<file path="src/rtl/cybernid_pkg.sv">
// Shared types and helpers for the CyberNID input packer.
//   packer_state_t : packer FSM states
//   ACT_W          : width of one activation code
//   quantise()     : maps a signed word onto a 2-bit code using three thresholds
package cybernid_pkg;

  localparam int unsigned ACT_W = 2;
  // Quantiser working width; callers sign-extend feature words and thresholds to it.
  localparam int unsigned Q_W   = 32;

  typedef enum logic [1:0] {
    FILL  = 2'd0,
    DRAIN = 2'd1,
    HOLD  = 2'd2
  } packer_state_t;

  // Full-width signed compare against three ascending thresholds.
  function automatic logic [ACT_W-1:0] quantise(
    input logic signed [Q_W-1:0] x,
    input logic signed [Q_W-1:0] t1,
    input logic signed [Q_W-1:0] t2,
    input logic signed [Q_W-1:0] t3
  );
    if (x < t1)      return 2'b00;
    else if (x < t2) return 2'b01;
    else if (x < t3) return 2'b10;
    else             return 2'b11;
  endfunction

endpackage

</file>
<file path="src/rtl/cybernid_feature_quantizer.sv">
// Combinational comparator trio turning one signed feature word into an activation code.
//   x      : signed feature word
//   code_c : 2-bit activation code (combinational)
module cybernid_feature_quantizer
  import cybernid_pkg::*;
#(
  parameter int unsigned             IN_W = 16,
  parameter logic signed [IN_W-1:0]  T1   = -16'sd256,
  parameter logic signed [IN_W-1:0]  T2   = 16'sd0,
  parameter logic signed [IN_W-1:0]  T3   = 16'sd256
) (
  input  logic signed [IN_W-1:0] x,
  output logic [ACT_W-1:0]       code_c
);

  // Size casts of signed operands sign-extend, so the compare stays signed.
  assign code_c = quantise(Q_W'(x), Q_W'(T1), Q_W'(T2), Q_W'(T3));

endmodule

</file>
<file path="src/rtl/cybernid_input_packer.sv">
// Collects one flow sample of NUM_FEATURES signed words, quantises each word and
// packs the codes into M0, then holds M0 under valid/ready until taken.
//   clk, rst          : clock, asynchronous active-high reset
//   s_valid/s_ready   : feature beat handshake, s_data word, s_last end of sample
//   m_valid/m_ready   : packed vector handshake, M0 vector (feature k at [2k+1:2k])
//   frame_err         : one-cycle pulse when a malformed sample is discarded
//   frame_cnt         : delivered-vector count, wraps
module cybernid_input_packer
  import cybernid_pkg::*;
#(
  parameter int unsigned             NUM_FEATURES = 64,
  parameter int unsigned             IN_W         = 16,
  parameter logic signed [IN_W-1:0]  T1           = -16'sd256,
  parameter logic signed [IN_W-1:0]  T2           = 16'sd0,
  parameter logic signed [IN_W-1:0]  T3           = 16'sd256
) (
  input  logic                          clk,
  input  logic                          rst,
  input  logic                          s_valid,
  output logic                          s_ready,
  input  logic signed [IN_W-1:0]        s_data,
  input  logic                          s_last,
  output logic                          m_valid,
  input  logic                          m_ready,
  output logic [ACT_W*NUM_FEATURES-1:0] M0,
  output logic                          frame_err,
  output logic [15:0]                   frame_cnt
);

  localparam int unsigned IDX_W = (NUM_FEATURES > 1) ? $clog2(NUM_FEATURES) : 1;
  localparam logic [IDX_W-1:0] IDX_LAST = IDX_W'(NUM_FEATURES - 1);

  // Thresholds must be strictly ascending for the code bands to make sense.
  if (!((T1 < T2) && (T2 < T3))) begin : g_bad_thresholds
    $error("cybernid_input_packer: thresholds must satisfy T1 < T2 < T3");
  end

  packer_state_t    state;
  logic [IDX_W-1:0] idx;
  logic [ACT_W-1:0] code_c;

  cybernid_feature_quantizer #(
    .IN_W (IN_W),
    .T1   (T1),
    .T2   (T2),
    .T3   (T3)
  ) u_quant (
    .x      (s_data),
    .code_c (code_c)
  );

  // Packer FSM, slot writes and frame counter; all outputs registered.
  always_ff @(posedge clk or posedge rst) begin
    if (rst) begin
      state     <= FILL;
      idx       <= '0;
      s_ready   <= 1'b1;
      m_valid   <= 1'b0;
      M0        <= '0;
      frame_err <= 1'b0;
      frame_cnt <= '0;
    end else begin
      frame_err <= 1'b0;
      case (state)
        FILL: begin
          if (s_valid) begin
            // Slot write is harmless on discarded samples; M0 is only meaningful with m_valid.
            M0[{idx, 1'b0} +: ACT_W] <= code_c;
            if (idx == IDX_LAST) begin
              idx <= '0;
              if (s_last) begin
                state   <= HOLD;
                s_ready <= 1'b0;
                m_valid <= 1'b1;
              end else begin
                // Over-long sample: flag once, then swallow beats up to its s_last.
                frame_err <= 1'b1;
                state     <= DRAIN;
              end
            end else if (s_last) begin
              frame_err <= 1'b1;
              idx       <= '0;
            end else begin
              idx <= idx + IDX_W'(1);
            end
          end
        end
        DRAIN: begin
          if (s_valid && s_last) begin
            state <= FILL;
          end
        end
        HOLD: begin
          if (m_ready) begin
            state     <= FILL;
            s_ready   <= 1'b1;
            m_valid   <= 1'b0;
            idx       <= '0;
            frame_cnt <= frame_cnt + 16'd1;
          end
        end
        default: begin
          state   <= FILL;
          s_ready <= 1'b1;
          m_valid <= 1'b0;
          idx     <= '0;
        end
      endcase
    end
  end

endmodule

</file>
<file path="config.mk">
export PLATFORM = sky130hd
export DESIGN_NAME = cybernid_input_packer
export DESIGN_NICKNAME = d
export VERILOG_FILES = /design/src/rtl/cybernid_pkg.sv /design/src/rtl/cybernid_feature_quantizer.sv /design/src/rtl/cybernid_input_packer.sv
export SDC_FILE = /design/constraint.sdc
export NUM_CORES = 1
export LEC_CHECK = 0
export ABC_AREA = 1
export CORE_MARGIN = 2
export CORE_UTILIZATION = 35
export CTS_BUF_LIST = sky130_fd_sc_hd__clkbuf_4
export DETAILED_ROUTE_END_ITERATION = 8
export PLACE_DENSITY_LB_ADDON = 0.15
export SLEW_MARGIN = 20
export SYNTH_ARGS = -nofsm -noshare
export SYNTH_HDL_FRONTEND = slang
export SYNTH_SLANG_ARGS = --single-unit
</file>
<file path="constraint.sdc">
create_clock -name clk -period 4.3 [get_ports clk]
set_input_delay 0.43 -clock clk [delete_from_list [all_inputs] [get_ports clk]]
set_output_delay 0.43 -clock clk [all_outputs]
set_load 0.05 [all_outputs]
</file>
==> metrics.txt, run 1 <==
average cell area after synthesis=8.46 µm²; residual antenna-violating net count after detailed routing=0; Worst setup SP type=flop; ports placed on the boundary=168; Comb power frac=0.465; Initial DRT Pass Iterations=5; y dimension of the die=145 µm; Fmax=367 MHz; chip width=145 µm; final routed wire length divided by cell count=14.8 µm; max-slew violation total from the final report=0; worst setup skew after layout=0.0180 ns; area of the die=21100 µm²; maximum number of pins on one net before global-route repair=156; number of gates resized after CTS=0; result of the run=complete, no violations; relative max-transition margin=0.372; Yosys top cell area share=0.550; most common library cell in the layout ignoring fill and taps=nand2_1; Row Count=51; H-tree lvl count=4; clock tree root driver cell=clkbuf_4; count of distinct cell types in the synthesized netlist=35; total of fill cells in the finished design=1950; overall overflow remaining after global route=0; worst voltage drop across the vdd grid=0.276 mV; fraction of final layout cells with drive strength greater than 1=0.0708; Iter 0 DRT Violations=350; via count of the first global-routing pass=5621; worst-case clock buffer depth=2; Port Buf Inserts=159; crit-path max FO=13; Clock Pin Slew Worst Setup and Hold Paths=0.13 ns; total negative slack for setup checks=0 ns; area of all placed cells without fillers=9150 µm²; sw frac=0.479; most frequent cells in the layout=nand2_1, clkdlybuf4s50_1, dfrtp_1; Int Pwr=2.70 mW; FF+latch area=3880 µm²; global-route usage over all layers=0.182; total net switching power=2.48 mW; clock tree from TritonCTS=yes; Final Cycle Share=0.633; DRC viols=0; cell type with the largest total area after synthesis=dfrtp_1; Worst Path Required=4.75 ns; final count of negative-setup-slack endpoints=0; clock latency of the later-clocked register in the worst-skew pair=0.55 ns; count of maximum capacitance violations=0; slew of the pin with the lowest slew margin=0.943 ns; initial antenna violation count=1; setup fix buffers added after clock tree synthesis=0; synthesis-stage register bit count=155; class of the tightest hold or removal check=input pin to async pin; synthesized area=7000 µm²; Nets=1017; unrepaired setup endpoints after global routing=no; P_leak=4.15 nW; placer congestion estimate=0.795; number of buffers added by the clock tree synthesis step=17; pwr/cell area=565 nW/µm²; number of cells produced by synthesis=827; post-route minimum period=2.72 ns; detailed-route via count=5906; main area contributors after synthesis=dfrtp_1, nand2_1, o21ai_1, nor2_1, nand3_1; yosys warns=0; arrival time of data at the critical path endpoint=3.17 ns; cell count after placement=1236; kind of end point of the critical path=flop; cell area after placement=8840 µm²; hold violation total from the final report=0; starting utilization of the core area=0.359; clock sink count=155; proportion of power drawn by the clock network=0.186; CORE AREA=19500 µm²; relative area change from synthesis to final layout=30.7%; share of the yosys chip area belonging to registers=0.554; wire length of the first global-routing pass=30.3 mm; multi-input gate area in the final layout=2780 µm²; Synth Net Count=854; power consumption=5.17 mW; Crit Path Category=flop to flop; part of the power in registers=0.349; non-filler instance count after layout=1270; detailed-route vias per instance=4.65; total routed wirelength=18.8 mm; number of buffers inserted for hold repair after clock tree synthesis=0; estimated wirelength of the detail-placed design=13.0 mm
==> routing by layer <==
layer / up-vias / share of wire / GRT usage
met5: - / 0 / 0
met4: 0 / 0.011 / 0.0451
met3: 14 / 0.058 / 0.0476
met2: 171 / 0.45 / 0.278
met1: 2717 / 0.49 / 0.258
li1: 3004 / - / -
==> final cells by class <==
| cell class | instances | share of cell area |
|---|---|---|
| tap | 265 | 0.0362 |
| clock inverter | 11 | 0.0157 |
| antenna | 2 | 0.000547 |
| timing repair buffer | 162 | 0.178 |
| inverter | 59 | 0.0249 |
| multi-input combinational | 595 | 0.304 |
| sequential | 155 | 0.424 |
| clock buffer | 21 | 0.0172 |
==> state kept, by name, summed over array words and instances (netlist names) <==
name / cells
s_ready: 1
frame_err: 1
frame_cnt: 16
idx: 6
m_valid: 1
state: 2
M0: 128
==> cells by family (layout without fill, tap and decap cells) <==
group | after synthesis | after routing | share of synthesized area
DFF | 155 | 155 | 0.554
xor gates and xnor gates | 10 | 10 | 0.0125
adders and majority gates | 6 | 6 | 0.0107
other | 0 | 2 | 0
and+or+nand+nor | 480 | 480 | 0.301
buffers and inverters | 77 | 253 | 0.0490
AOI/OAI and AO/OA | 99 | 99 | 0.0722
==> synthesized netlist by cell type <==
cell type and number:
a21oi_1 4, a31oi_1 1, buf_1 1, buf_2 5
buf_4 3, buf_6 3, buf_8 1, clkbuf_1 5
dfrtp_1 154, dfstp_2 1, ha_1 6, inv_1 53
inv_2 5, inv_4 1, nand2_1 313, nand2_2 4
nand2_4 6, nand3_1 45, nand3b_1 1, nand4_1 24
nand4_4 1, nor2_1 61, nor2_2 7, nor2_4 9
nor2_8 1, nor3_1 5, nor4_1 2, o21ai_0 45
o21ai_1 46, o21ai_2 1, o22ai_1 1, o32ai_1 1
or2_2 1, xnor2_1 6, xor2_1 4
==> per-stage QoR <==
| stage | hold slack (ns) | utilization | worst slack [ns] |
|---|---|---|---|
| 6_report | 0.476 | 0.469 | 1.58 |
| 5_1_grt | 0.493 | 0.469 | 1.31 |
| 4_1_cts | 0.478 | 0.468 | 1.54 |
| 3_5_place_dp | 0.457 | 0.453 | 1.17 |
| 3_3_place_gp | 0.455 | 0.453 | 1.18 |
| 2_1_floorplan | 0.571 | - | 1.91 |
==> power groups by stage <==
stage | clock network [mW] | registers (mW) | logic, mW
6_report | 0.961 | 1.81 | 2.40
5_1_grt | 1.07 | 1.84 | 2.59
4_1_cts | 0.996 | 1.81 | 2.43
3_5_place_dp | 0 | 1.84 | 2.43
3_3_place_gp | 0 | 1.84 | 2.41
2_1_floorplan | 0 | 2.50 | 1.02
==> critical path, cell delays in order, from the launching register on <==
cell and delay [ns]:
dfrtp_1 0.53, inv_2 0.18, ha_1 0.25, inv_1 0.07, nor2_1 0.05, nand3_1 0.09, nand2_1 0.11, nor2_4 0.40
nand2_1 0.28, inv_1 0.38, nand2_1 0.13, nand2_1 0.09, nand2_1 0.05
==> path summary, 6_finish.rpt <==
| kind | from | to | slack [ns] | cells after the start |
|---|---|---|---|---|
| max in group asynchronous | rst | M0[122] | 3.24 | 3 |
| min in group clk | M0[93] | M0[93] | 0.48 | 2 |
| min | rst | M0[5] | 0.48 | 3 |
| max reg2reg | idx[0] | M0[37] | 1.58 | 12 |
| min reg2reg | M0[93] | M0[93] | 0.48 | 2 |
| max | idx[0] | M0[37] | 1.58 | 12 |
No activity file was read; power rests on OpenSTA's default activity.
==> inputs of run 2 (changes only) <==
==> constraint.sdc (replaced) <==
create_clock -name clk -period 2.8 [get_ports clk]
set_input_delay 0.28 -clock clk [delete_from_list [all_inputs] [get_ports clk]]
set_output_delay 0.28 -clock clk [all_outputs]
set_load 0.05 [all_outputs]
==> run 2 against run 1 <==
  * Hold slack worse by 0.25 ns
  * Design area up 1.6%
  * Combinational power up 57%
  * Sequential power up 54%
  * Clock skew up 0.00071 ns
  * Final cell count up 0.94%
  * Via count up 1.6%
  * Sequential share of layout area down 0.66 points
  * Critical endpoint is now M0[84]
  * Largest power group unchanged
  * Highest routed layer unchanged
==> metrics.txt, run 2 (synthesized netlist as in run 1, its figures left out) <==
worst setup skew after layout=0.0187 ns (was 0.0180 ns); post-route minimum period=2.46 ns (was 2.72 ns); non-filler instance count after layout=1282 (was 1270); final routed wire length divided by cell count=14.8 µm (about the same); Initial DRT Pass Iterations=5 (unchanged); clock tree from TritonCTS=yes (unchanged); area of the die=21100 µm² (unchanged); most frequent cells in the layout=nand2_1, clkdlybuf4s50_1, dfrtp_1 (unchanged); Comb power frac=0.474 (was 0.465); Fmax=407 MHz (was 367 MHz); number of buffers added by the clock tree synthesis step=17 (unchanged); worst voltage drop across the vdd grid=0.339 mV (was 0.276 mV); cell area after placement=9000 µm² (was 8840 µm²); arrival time of data at the critical path endpoint=2.92 ns (was 3.17 ns); Clock Pin Slew Worst Setup and Hold Paths=0.14 ns (was 0.13 ns); Iter 0 DRT Violations=335 (was 350); crit-path max FO=18 (was 13); Row Count=51 (unchanged); clock sink count=155 (unchanged); detailed-route vias per instance=4.68 (was 4.65); part of the power in registers=0.351 (was 0.349); max-slew violation total from the final report=0 (unchanged); Int Pwr=4.11 mW (was 2.70 mW); hold violation total from the final report=0 (unchanged); y dimension of the die=145 µm (unchanged); overall overflow remaining after global route=0 (unchanged); result of the run=complete, no violations (unchanged); initial antenna violation count=1 (unchanged); sw frac=0.482 (was 0.479); wire length of the first global-routing pass=30.6 mm (was 30.3 mm); ports placed on the boundary=168 (unchanged); clock latency of the later-clocked register in the worst-skew pair=0.56 ns (was 0.55 ns); kind of end point of the critical path=flop (unchanged); relative area change from synthesis to final layout=32.8% (was 30.7%); cell with the biggest individual delay on the critical path=dfrtp_1 (unchanged); FF+latch area=3880 µm² (unchanged); residual antenna-violating net count after detailed routing=0 (unchanged); unrepaired setup endpoints after global routing=no (unchanged); H-tree lvl count=4 (unchanged); final count of negative-setup-slack endpoints=0 (unchanged); area of all placed cells without fillers=9290 µm² (was 9150 µm²); Worst setup SP type=flop (unchanged); CP dominant cell by count=nand2_1 (unchanged); maximum number of pins on one net before global-route repair=35 (was 156); total negative slack for setup checks=0 ns (unchanged); via count of the first global-routing pass=5625 (was 5621); clock tree root driver cell=clkbuf_4 (unchanged); DRC viols=0 (unchanged); most common library cell in the layout ignoring fill and taps=nand2_1 (unchanged); number of buffers inserted for hold repair after clock tree synthesis=0 (unchanged); setup fix buffers added after clock tree synthesis=0 (unchanged); global-route usage over all layers=0.182 (about the same); P_leak=4.23 nW (was 4.15 nW); pwr/cell area=854 nW/µm² (was 565 nW/µm²); slew of the pin with the lowest slew margin=0.870 ns (was 0.943 ns); number of gates resized after CTS=0 (unchanged); Final Util=0.476 (was 0.469); starting utilization of the core area=0.359 (unchanged); proportion of power drawn by the clock network=0.176 (was 0.186); fraction of final layout cells with drive strength greater than 1=0.0846 (was 0.0708); max FFs per register=128 (unchanged); estimated wirelength of the detail-placed design=13.9 mm (was 13.0 mm); highest cell delay on the worst timing path=0.50 ns (was 0.53 ns); cell count after placement=1249 (was 1236); Port Buf Inserts=159 (unchanged); total routed wirelength=19.0 mm (was 18.8 mm); largest register by flop count=M0 (unchanged); detailed-route via count=6003 (was 5906); Nets=1030 (was 1017); relative max-transition margin=0.419 (was 0.372); Worst Path Required=3.26 ns (was 4.75 ns); registers with the highest flip-flop counts=M0 x128, frame_cnt x16, idx x6 (unchanged); multi-input gate area in the final layout=2780 µm² (unchanged); CORE AREA=19500 µm² (unchanged); Final Cycle Share=0.878 (was 0.633); series of cell instances along the critical path=inv_2 > ha_1 > nand2_2 > o21ai_2 > nand2_4 > inv_2 > nand2_4 > nor2_2 > nand2_1 > nand2_1 > nand2_1 (was inv_2 > ha_1 > inv_1 > nor2_1 > nand3_1 > nand2_1 > nor2_4 > nand2_1 > inv_1 > nand2_1 > nand2_1 > nand2_1); count of maximum capacitance violations=0 (unchanged); total net switching power=3.83 mW (was 2.48 mW); placer congestion estimate=0.826 (was 0.795); Crit Path Category=flop to flop (unchanged); worst-case clock buffer depth=2 (unchanged); power consumption=7.94 mW (was 5.17 mW); chip width=145 µm (unchanged); total of fill cells in the finished design=1944 (was 1950); class of the tightest hold or removal check=input pin to async pin (unchanged)
==> run 2: cell types whose count changed in the layout (fill, tap and decap cells not counted), sizes merged <==
cell,change
clkinv,+3
bufinv,-1
buf,+13
clkbuf,-2
diode,-1
==> run 2: path summary, 6_finish.rpt <==
kind,start,to,slack [ns],depth (start not counted)
hold reg to reg,M0[8],M0[8],0.49,2
min in group clk,m_ready,state[1],0.40,4
setup reg to reg,idx[0],M0[84],0.34,11
hold / removal,rst,M0[5],0.22,2
max in group asynchronous,rst,s_ready,1.90,3
setup / recovery,idx[0],M0[84],0.34,11
==> run 2: through the flow <==
step	worst slack, ns	hold slack, ns
4_1_cts	0.331	0.201
2_1_floorplan	0.562	0.465
6_report	0.341	0.224
3_5_place_dp	0.305	0.462
5_1_grt	0.0920	0.231
3_3_place_gp	0.327	0.460
==> run 2: area by class of cell <==
cell class	instances	share of cell area
antenna	1	0.000269
tap	265	0.0357
multi-input combinational	595	0.299
clock inverter	13	0.0156
clock buffer	19	0.0153
timing repair buffer	175	0.192
sequential	155	0.417
inverter	59	0.0245
==> run 2: metal layers <==
layer,part of all wire,GRT usage
met5,0,0
met1,0.48,0.258
met3,0.058,0.0442
met4,0.014,0.0569
met2,0.45,0.277
==> run 2: critical path: cells and delay by family (launching register included) <==
family                   cells  cell delay [ns]
AO/OA/AOI/OAI                1             0.16
adder cells (fa/ha/maj)      1             0.23
buffers and inverters        2             0.57
flip-flops                   1             0.50
AND/OR/NAND/NOR              7             0.91
==> run 2: power by group through the flow <==
stage	registers, mW	clock network [mW]	logic [mW]
after global routing	2.83	1.54	4.04
after detailed placement	2.83	0	3.78
after floorplan	3.84	0	1.57
after global placement	2.83	0	3.77
after CTS	2.79	1.46	3.79
final	2.78	1.39	3.76
==> inputs of run 3 (changes only) <==
--- a/config.mk
+++ b/config.mk
@@ -7,7 +7,7 @@
 export LEC_CHECK = 0
 export ABC_AREA = 1
 export CORE_MARGIN = 2
-export CORE_UTILIZATION = 35
+export CORE_UTILIZATION = 52
 export CTS_BUF_LIST = sky130_fd_sc_hd__clkbuf_4
 export DETAILED_ROUTE_END_ITERATION = 8
 export PLACE_DENSITY_LB_ADDON = 0.15
==> run 3 against run 2 <==
  * Sequential power about the same
  * Global-route usage up 6.7 points
  * Final cell count down 7.4%
  * First-iteration DRC count up 50%
  * Highest routed layer unchanged
  * Largest power group unchanged
  * Clock skew down 0.0082 ns
  * Largest cell class unchanged
  * Hold slack better by 0.20 ns
==> metrics.txt, run 3 (synthesized netlist as in run 1, its figures left out) <==
final routed wire length divided by cell count=14.3 µm (was 14.8 µm); Port Buf Inserts=159 (unchanged); Worst setup SP type=flop (unchanged); clock tree root driver cell=clkbuf_4 (unchanged); number of buffers added by the clock tree synthesis step=17 (unchanged); cell area after placement=8800 µm² (was 9000 µm²); clock tree from TritonCTS=yes (unchanged); reg2reg path depth=12 (was 11); Nets=1025 (was 1030); cell with the biggest individual delay on the critical path=dfrtp_1 (unchanged); unrepaired setup endpoints after global routing=no (unchanged); Crit Path Category=flop to flop (unchanged); Row Count=42 (was 51); DRC viols=0 (unchanged); Iter 0 DRT Violations=504 (was 335); area of the die=14400 µm² (was 21100 µm²); residual antenna-violating net count after detailed routing=0 (unchanged); class of the tightest hold or removal check=input pin to flop (was input pin to async pin); Hold Path Depth=4; worst-case clock buffer depth=2 (unchanged); number of gates resized after CTS=0 (unchanged); most common library cell in the layout ignoring fill and taps=nand2_1 (unchanged); ANT cells=0 (was 1); wire length of the first global-routing pass=28.4 mm (was 30.6 mm); arrival time of data at the critical path endpoint=2.74 ns (was 2.92 ns); relative area change from synthesis to final layout=29.6% (was 32.8%); GR met1 Demand/Resource=0.367 (was 0.258); kind of end point of the critical path=flop (unchanged); chip width=120 µm (was 145 µm); most heavily used metal layer in global routing=met2 (unchanged); placer congestion estimate=0.858 (was 0.826); initial antenna violation count=0 (was 1); Worst Path Required=3.23 ns (was 3.26 ns); detailed-route via count=6012 (was 6003); starting utilization of the core area=0.531 (was 0.359); registers with the highest flip-flop counts=M0 x128, frame_cnt x16, idx x6 (unchanged); area of all placed cells without fillers=9070 µm² (was 9290 µm²); final count of negative-setup-slack endpoints=0 (unchanged); y dimension of the die=120 µm (was 145 µm); CORE AREA=13200 µm² (was 19500 µm²); clock latency of the later-clocked register in the worst-skew pair=0.54 ns (was 0.56 ns); largest register by flop count=M0 (unchanged); worst voltage drop across the vdd grid=0.477 mV (was 0.339 mV); Initial DRT Pass Iterations=5 (unchanged); result of the run=complete, no violations (unchanged); via count of the first global-routing pass=5636 (was 5625); Final Cycle Share=0.825 (was 0.878); clock sink count=155 (unchanged); worst min-delay path endpoint=state[1]; hold violation total from the final report=0 (unchanged); crit-path max FO=19 (was 18); detailed-route vias per instance=5.06 (was 4.68); max-slew violation total from the final report=0 (unchanged); Fmax=433 MHz (was 407 MHz); total routed wirelength=17.0 mm (was 19.0 mm); fraction of final layout cells with drive strength greater than 1=0.0752 (was 0.0846); max FFs per register=128 (unchanged); cell family with most CP delay=simple AND/OR/NAND/NOR gates (unchanged); worst-case register-to-register setup slack=0.49 ns (was 0.34 ns); estimated wirelength of the detail-placed design=12.3 mm (was 13.9 mm); Hold Path Origin=m_ready; power consumption=7.75 mW (was 7.94 mW); count of maximum capacitance violations=0 (unchanged); relative max-transition margin=0.629 (was 0.419); H-tree lvl count=4 (unchanged); highest cell delay on the worst timing path=0.52 ns (was 0.50 ns); FF-to-FF End=M0[87] (was M0[84]); maximum number of pins on one net before global-route repair=93 (was 35); met3 Usage GRT=0.0452 (was 0.0442); overall overflow remaining after global route=0 (unchanged); GR Layer Usage met2=0.376 (was 0.277); post-route minimum period=2.31 ns (was 2.46 ns); CP dominant cell by count=nand2_1 (unchanged); global-route usage over all layers=0.250 (was 0.182); total negative slack for setup checks=0 ns (unchanged); Buffers & Inverters on Critical Path=3 (was 2); Clock Pin Slew Worst Setup and Hold Paths=0.12 ns (was 0.14 ns); worst setup skew after layout=0.0105 ns (was 0.0187 ns); P_leak=4.18 nW (was 4.23 nW); most frequent cells in the layout=nand2_1, clkdlybuf4s50_1, dfrtp_1 (unchanged); series of cell instances along the critical path=inv_2 > ha_1 > inv_1 > nor2_1 > nand2_1 > nand2_4 > inv_2 > nand2_4 > nor2_1 > nand2_1 > nand2_1 > o21ai_1 (was inv_2 > ha_1 > nand2_2 > o21ai_2 > nand2_4 > inv_2 > nand2_4 > nor2_2 > nand2_1 > nand2_1 > nand2_1); ports placed on the boundary=168 (unchanged); pwr/cell area=854 nW/µm² (about the same); startpoint of the most critical register-to-register path=idx[0] (unchanged); slew of the pin with the lowest slew margin=0.554 ns (was 0.870 ns)
run 3: repair_timing:
item | CTS | global route
setup buffers | 0 | 0
endpoints found under the hold margin | 5 | 0
hold buffers | 1 | 0
run 3: worst reg2reg max path: cells and delay by family, from the launching register on:
kind	cells	cell delay (ns)
AND/OR/NAND/NOR	7	0.94
AO/OA/AOI/OAI	1	0.06
adder cells (fa/ha/maj)	1	0.22
flip-flops	1	0.52
buffers and inverters	3	0.47
run 3: stage by stage:
step                worst slack [ns]  instances  utilization  hold slack [ns]
global placement               0.437       1154        0.667            0.455
global route                   0.222       1187        0.688            0.408
CTS                            0.535       1187        0.688            0.378
floorplan                      0.562        827            -            0.465
detailed placement             0.417       1154        0.667            0.460
finish                         0.490       1187        0.688            0.422
run 3: worst max path at each step:
stage	startpoint	cells past startpoint	to	slack [ns]
after global routing	idx[0]	10	M0[60]	0.22
final	idx[0]	12	M0[87]	0.49
after floorplan	rst	1	M0[0]	0.56
after CTS	idx[0]	12	M0[87]	0.53
after detailed placement	s_data[15]	10	M0[12]	0.42
after global placement	s_data[15]	10	M0[12]	0.44
run 3: layout make-up:
class,instances,area [µm²]
multi-input cells,595,2780
inverters,59,228
well taps,176,220
repair buffers,170,1700
fillers,1145,4120
clock buffers,18,135
clock inverters,14,128
flip-flops and latches,155,3880
run 3: report_power, final:
| group | total, mW | internal, mW | switching (mW) |
|---|---|---|---|
| clock network | 1.29 | 0.526 | 0.765 |
| logic | 3.65 | 0.970 | 2.68 |
| registers | 2.80 | 2.56 | 0.242 |
run 3: routing by layer:
metal / share of wire / up-vias / wire [µm]
met5: 0 / - / 0
met4: 0.013 / 0 / 228
met3: 0.058 / 17 / 983
met2: 0.46 / 193 / 7790
met1: 0.47 / 2796 / 7990
li1: - / 3006 / -
